[config.mk]
export PLATFORM = sky130hd
export DESIGN_NAME = fifo_wr_arbiter
export DESIGN_NICKNAME = d
export VERILOG_FILES = /design/src/rtl/fifo_wr_arbiter.sv
export SDC_FILE = /design/constraint.sdc
export NUM_CORES = 1
export LEC_CHECK = 0
export ABC_AREA = 1
export CAP_MARGIN = 25
export CORE_MARGIN = 5
export CORE_UTILIZATION = 30
export CTS_BUF_LIST = sky130_fd_sc_hd__clkbuf_4 sky130_fd_sc_hd__clkbuf_8 sky130_fd_sc_hd__clkbuf_16
export CTS_CLUSTER_SIZE = 30
export DETAILED_ROUTE_END_ITERATION = 6
export PLACE_DENSITY_LB_ADDON = 0.12
export SLEW_MARGIN = 0
export SYNTH_ARGS = -nofsm -noshare
export SYNTH_HDL_FRONTEND = slang
export SYNTH_SLANG_ARGS = --single-unit
[constraint.sdc]
create_clock -name clk -period 1.3 [get_ports clk]
set_input_delay 0.26 -clock clk [delete_from_list [all_inputs] [get_ports clk]]
set_output_delay 0.26 -clock clk [all_outputs]
set_load 0.1 [all_outputs]
[src/rtl/fifo_wr_arbiter.sv]
// fifo_wr_arbiter: round-robin arbiter that shares one FIFO write port among NREQ requesters.
//   clk            : clock, all logic on the rising edge
//   rst            : synchronous active-high reset
//   req_i          : per-requester beat request, held until acked
//   req_data_i     : packed beat data, requester i at [i*WIDTH +: WIDTH]
//   req_ack_o      : one-hot, bit i high when requester i's beat is written
//   fifo_full_i    : FIFO full flag
//   fifo_wr_en_o   : FIFO write enable
//   fifo_wr_data_o : FIFO write data
//   busy_o         : high while a grant is active
//   owner_o        : current or most recent grant index
//   beat_total_o   : wrapping count of beats written
module fifo_wr_arbiter #(
    parameter int NREQ      = 4,
    parameter int WIDTH     = 8,
    parameter int MAX_BURST = 4
) (
    input  logic                    clk,
    input  logic                    rst,
    input  logic [NREQ-1:0]         req_i,
    input  logic [NREQ*WIDTH-1:0]   req_data_i,
    output logic [NREQ-1:0]         req_ack_o,
    input  logic                    fifo_full_i,
    output logic                    fifo_wr_en_o,
    output logic [WIDTH-1:0]        fifo_wr_data_o,
    output logic                    busy_o,
    output logic [$clog2(NREQ)-1:0] owner_o,
    output logic [15:0]             beat_total_o
);
    localparam int OW = $clog2(NREQ);
    localparam int BW = $clog2(MAX_BURST + 1);
    localparam logic [OW:0] N = (OW+1)'(NREQ);
    typedef enum logic {IDLE, GRANT} state_t;
    state_t state_q, state_d;
    logic [OW-1:0] owner_q, owner_d, last_q, last_d, pick;
    logic [BW-1:0] cnt_q, cnt_d;
    logic [15:0] total_q, total_d;
    logic [2*NREQ-1:0] rot;
    logic [OW:0] base, sum, wrapped;
    logic accept, at_limit, release_now;
    // Rotate the request vector so the requester after last_q sits at bit 0;
    // the lowest set bit of the rotated vector is the round-robin winner.
    always_comb begin
        base = {1'b0, last_q} + (OW+1)'(1);
        rot = {req_i, req_i} >> base;
        sum = base;
        for (int k = NREQ - 1; k >= 0; k--)
            if (rot[k]) sum = base + (OW+1)'(k);
        wrapped = (sum >= N) ? sum - N : sum;
        pick = wrapped[OW-1:0];
    end
    // No beat is written in the reset cycle even if a grant is still active.
    assign accept = (state_q == GRANT) && req_i[owner_q] && !fifo_full_i && !rst;
    assign at_limit = cnt_q == BW'(MAX_BURST - 1);
    // A full FIFO freezes the grant, even if the owner has dropped its request.
    assign release_now = !fifo_full_i && (!req_i[owner_q] || at_limit);
    assign fifo_wr_en_o = accept;
    assign req_ack_o = {{(NREQ-1){1'b0}}, accept} << owner_q;
    assign fifo_wr_data_o = accept ? req_data_i[owner_q*WIDTH +: WIDTH] : '0;
    assign busy_o = state_q == GRANT;
    assign owner_o = owner_q;
    assign beat_total_o = total_q;
    always_comb begin
        state_d = state_q;
        owner_d = owner_q;
        last_d = last_q;
        cnt_d = cnt_q;
        total_d = total_q;
        if (state_q == IDLE) begin
            if (|req_i) begin
                owner_d = pick;
                cnt_d = '0;
                state_d = GRANT;
            end
        end else begin
            if (accept) begin
                total_d = total_q + 16'd1;
                cnt_d = cnt_q + BW'(1);
            end
            if (release_now) begin
                state_d = IDLE;
                cnt_d = '0;
                last_d = owner_q;
            end
        end
    end
    always_ff @(posedge clk) begin
        if (rst) begin
            state_q <= IDLE;
            owner_q <= '0;
            last_q <= OW'(NREQ - 1);
            cnt_q <= '0;
            total_q <= '0;
        end else begin
            state_q <= state_d;
            owner_q <= owner_d;
            last_q <= last_d;
            cnt_q <= cnt_d;
            total_q <= total_d;
        end
    end
endmodule

; ---- Word-level counts from Yosys, hierarchy flattened
; Index checks and enable logic that the tools add are counted.
[word_totals]
reg_bits = 24
input_bits = 39
output_inout_bits = 32
wordCells = 49
[op_classes]
n_addsub = 7
order_cmp = 2
eq_ne = 2
n_shift = 3
mux = 15
bitwise = 1
reduce_logical = 14
[op_table]
columns = operator, count
row1 = $shiftx A32 B6 Y8, 1
row2 = $mux W3, 8
row3 = $add A16 B1 Y16 const B, 1
row4 = $mux W8, 1
row5 = $reduce_and A2 Y1, 4
row6 = $shr A8 B3 Y4, 1
row7 = $add A3 B1 Y3 const B, 2
row8 = $add A3 B2 Y3 const B, 2
row9 = $logic_and A1 B1 Y1, 4
row10 = $mux W1, 4
row11 = $reduce_or A4 Y1, 1
row12 = $shl A1 B2 Y4, 1
row13 = $add A2 B1 Y3 const B, 1
row14 = $eq A3 B2 Y1 const B, 1
row15 = $ge A3 B3 Y1 const B, 1
row16 = $logic_not A1 Y1, 3
row17 = $lt A2 B3 Y1 const B, 1
row18 = $ne A3 B1 Y1 const B, 1
row19 = $bmux W1 S2, 1
row20 = $mux W2, 1
row21 = $reduce_bool A2 Y1, 1
row22 = $sub A2 B1 Y2 const B, 1
row23 = $logic_or A1 B1 Y1, 1
row24 = $not A1 Y1, 1

; ---- Depth between registers and ports, before layout
[logic_depth]
word_depth = 8
depth_mapped = 11
ltp_nobuf = 10

; ---- Worst setup path before layout
; No wires, ideal clock.
[synth_path]
path_type = register to output
startpoint = register owner_q[1] (netlist: owner_o[1])
endpoint = output port req_ack_o[0]
arrival_ns = 3.744
required_time_ns = 1.040
path_slack_ns = -2.704
stages_incl_launch_ff = 7
n_path_buf = 2
path_cell_list = dfxtp_1 > inv_1 > nand3_1 > nand3_2 > buf_6 > buf_2 > nor3_1
[synth_via]
elab_chain_len = 6
[synth_lines]
columns = item, line_no
row1 = from (decl), 35  ; logic [OW-1:0] owner_q, owner_d, last_q, last_d, pick;
row2 = from (signal assigned), 96  ; owner_q <= owner_d;
row3 = $bmux W1 S2, 53  ; assign accept = (state_q == GRANT) && req_i[owner_q] && !fifo_full_i && !rst;
row4 = $mux W1 (implied by the code), 53
row5 = $logic_and A1 B1 Y1 (3 in a row), 53
row6 = $shl A1 B2 Y4 *, 58  ; assign req_ack_o = {{(NREQ-1){1'b0}}, accept} << owner_q;
row7 = to (decl), 22  ; output logic [NREQ-1:0] req_ack_o,
; Every way passes the cells marked *; elsewhere a longest branch is shown, timed or not. The select of a mux whose other input is x is not followed.

; ---- Worst setup path in the final report
[layout_path]
startpoint = register state_q (netlist: busy_o)
endpoint = output port req_ack_o[1]
[layout_via]
elab_chain_len = 4
[layout_lines]
columns = item, line_no
row1 = from (decl), 34  ; state_t state_q, state_d;
row2 = from (signal assigned), 95  ; state_q <= state_d;
row3 = $logic_and A1 B1 Y1 (3 in a row), 53
row4 = $shl A1 B2 Y4, 58
; No other way between the ends.

==> impl_metrics.ini <==
[floorplan]
fp-row-count = 28
initial_core_util_pct = 30.6
ioPinCount = 71
fp.dieH_um = 87.3
die_x_um = 87.3
core_sq_um = 5850
dieArea_sq_um = 7620

[power]
ir_worst_vdd_mv = 0.522
power.density_nw_per_um2 = 714
leakagePower_nw = 1.48
total_power_mw = 2.66

[placed_design]
dp.cells = 470
post-place-ws_ns = -0.703
io_buffers = 70
dp_hpwl_mm = 4.87
routabilityCongestion = 0.859

[cells_and_area]
nFillCells = 500
drive_gt1_share_pct = 39.2
nets = 451
layout_commonest_cell = nand2_1
n_antenna_cell = 0
area_growth_pct = 108
instances_no_fill = 483
final_cell_mix = 65 x nand2_1, 44 x nor2_1, 36 x buf_12

[yosys]
syn_nets = 343
ys_seq_elements = 24
synthTopCellsByArea = dfxtp_1 27%, nand2_1 15%, nor2_1 9.4%
synth.cell_area_sq_um = 1790
synth.distinct_cells = 26
ys_seq_area_share_pct = 26.8
synth_top_cell_area_share_pct = 26.8
yosysTopAreaCell = dfxtp_1
synth-warning-count = 0
syn_area_per_cell_sq_um = 5.95
postSynthCellCount = 301

[clock_tree]
worst_skew_pair.late_latency_ns = 0.28
cts_buffer_depth = 2
cts_hold_buf = 0
h-tree-depth = 1
clk_pin_slew_ns = 0.10
cts_buffers = 3
clock-root-buffer = clkbuf_8
numClockSinks = 24
cts_tree = built

[critical_path]
crit_arrival_ns = 1.59
worst_setup_path_end_kind = output port
crit_type = flip-flop to output port
critPathRequiredTime_ns = 1.04
cp_max_fo = 6
start_kind = flip-flop

[global_routing]
grt_usage_pct = 17.5
grt_max_degree = 19
grt_overflow = 0
grt_pass1_wl_mm = 10.7
grt_pass1_vias = 2171
antenna_found_initial = 0

[timing]
rsz0062_at_grt = yes
finClkSkew_ns = 0.0106
fmax_mhz = 541
hold_viol_final = 0
setup_viol = 34
final_max_slew_viol_count = 0
finalCritPeriodShare_pct = 142
layout_setup_ws_ns = -0.549
hold-worst-slack_ns = 0.468
period_needed_ns = 1.85
worst_slew_pin_slew_ns = 0.306
finalSetupTns_ns = -10.46
slew_headroom_pct = 79.4

[detailed_routing]
drt_iter0_drc = 112
drc = 0
dr_total_vias = 2323
postRouteAntennaNets = 0
viasPerCell = 4.81
dr.pass1.iters = 4
drt-total-wl_mm = 6.56
wl_per_cell_um = 13.6

[run]
drv_cap = 0

[run_status]
violations = setup timing
status = finished with violations

[hold_path]
hold_path_class = input port to flip-flop
Yosys cell counts:
master	number
clkbuf_1	4
a21oi_1	29
o211ai_1	2
nor3_1	14
buf_2	4
and2_1	1
o21ai_1	1
buf_6	2
nor3_2	3
or2_1	2
dfxtp_1	24
buf_1	1
xor2_1	7
nor2_1	45
nand3_2	1
nand4_1	4
inv_2	3
nand2_1	71
nor4_1	1
o21ai_0	20
nand3b_1	1
ha_1	3
buf_4	2
nand3_1	25
nor3b_4	1
inv_1	30
power by group:
part | total (mW) | switching, mW | internal (mW) | leakage [nW]
Clock | 0.680 | 0.268 | 0.413 | 0.0357
Sequential | 0.768 | 0.0353 | 0.733 | 0.209
Combinational | 1.21 | 0.691 | 0.516 | 1.23
area by class of cell:
cell class | count | area, sq um | share of cell area [%]
inverter | 33 | 131 | 3.53
timing repair buffer | 116 | 1450 | 39.0
tap | 75 | 93.8 | 2.52
multi-input combinational | 231 | 1420 | 38.3
clock inverter | 1 | 30.0 | 0.807
sequential | 24 | 552 | 14.8
clock buffer | 3 | 41.3 | 1.11
per-stage QoR:
stage,utilization [%],area (sq um)
after floorplan,-,2070
after global placement,57.3,3350
after detailed placement,57.3,3350
after CTS,61.2,3580
after global routing,63.6,3720
final,63.6,3720
sequential cells by signal (all words and copies together) (netlist names):
| register | flops |
|---|---|
| beat_total_o | 16 |
| busy_o | 1 |
| cnt_q | 3 |
| last_q | 2 |
| owner_o | 2 |
layer usage:
layer	GRT usage (%)	wire length (um)
met1	24.1	3050
met2	28.4	2950
met3	2.84	487
met4	3.77	60
met5	0	0
final timing paths:
path                              start                           end  slack [ns]  cells after the start
hold / removal              fifo_full_i        last_q[0]$_SDFFE_PP1P_        0.47                      4
setup reg to reg      busy_o$_SDFF_PP0_  beat_total_o[5]$_SDFFE_PP0P_       -0.32                     10
setup / recovery      busy_o$_SDFF_PP0_                  req_ack_o[1]       -0.55                      6
hold reg to reg   cnt_q[2]$_SDFFE_PP0P_         cnt_q[2]$_SDFFE_PP0P_        0.48                      2
cells by family (layout without fill, tap and decap cells):
logic type | Yosys count | count (layout) | synth area share [%]
fa+ha+maj | 3 | 3 | 2.10
compound gates | 52 | 52 | 14.8
simple gates | 169 | 169 | 41.7
buf+inv | 46 | 153 | 11.2
flops | 24 | 24 | 26.8
xor+xnor | 7 | 7 | 3.42
what timing repair did:
item                                    CTS  global route
gates resized for setup                  46            33
buffers inserted                          3             6
pin swaps                                 6             7
hold endpoints to repair                  0             0
endpoints found under the setup margin   37            38
critical path, cell delays in order (launching register included):
cell and delay [ns]:
dfxtp_4 0.37, inv_4 0.04, nor3_4 0.18, nand3_4 0.13, buf_12 0.17, nor3_4 0.21, buf_12 0.20
No activity file was read; power rests on OpenSTA's default activity.
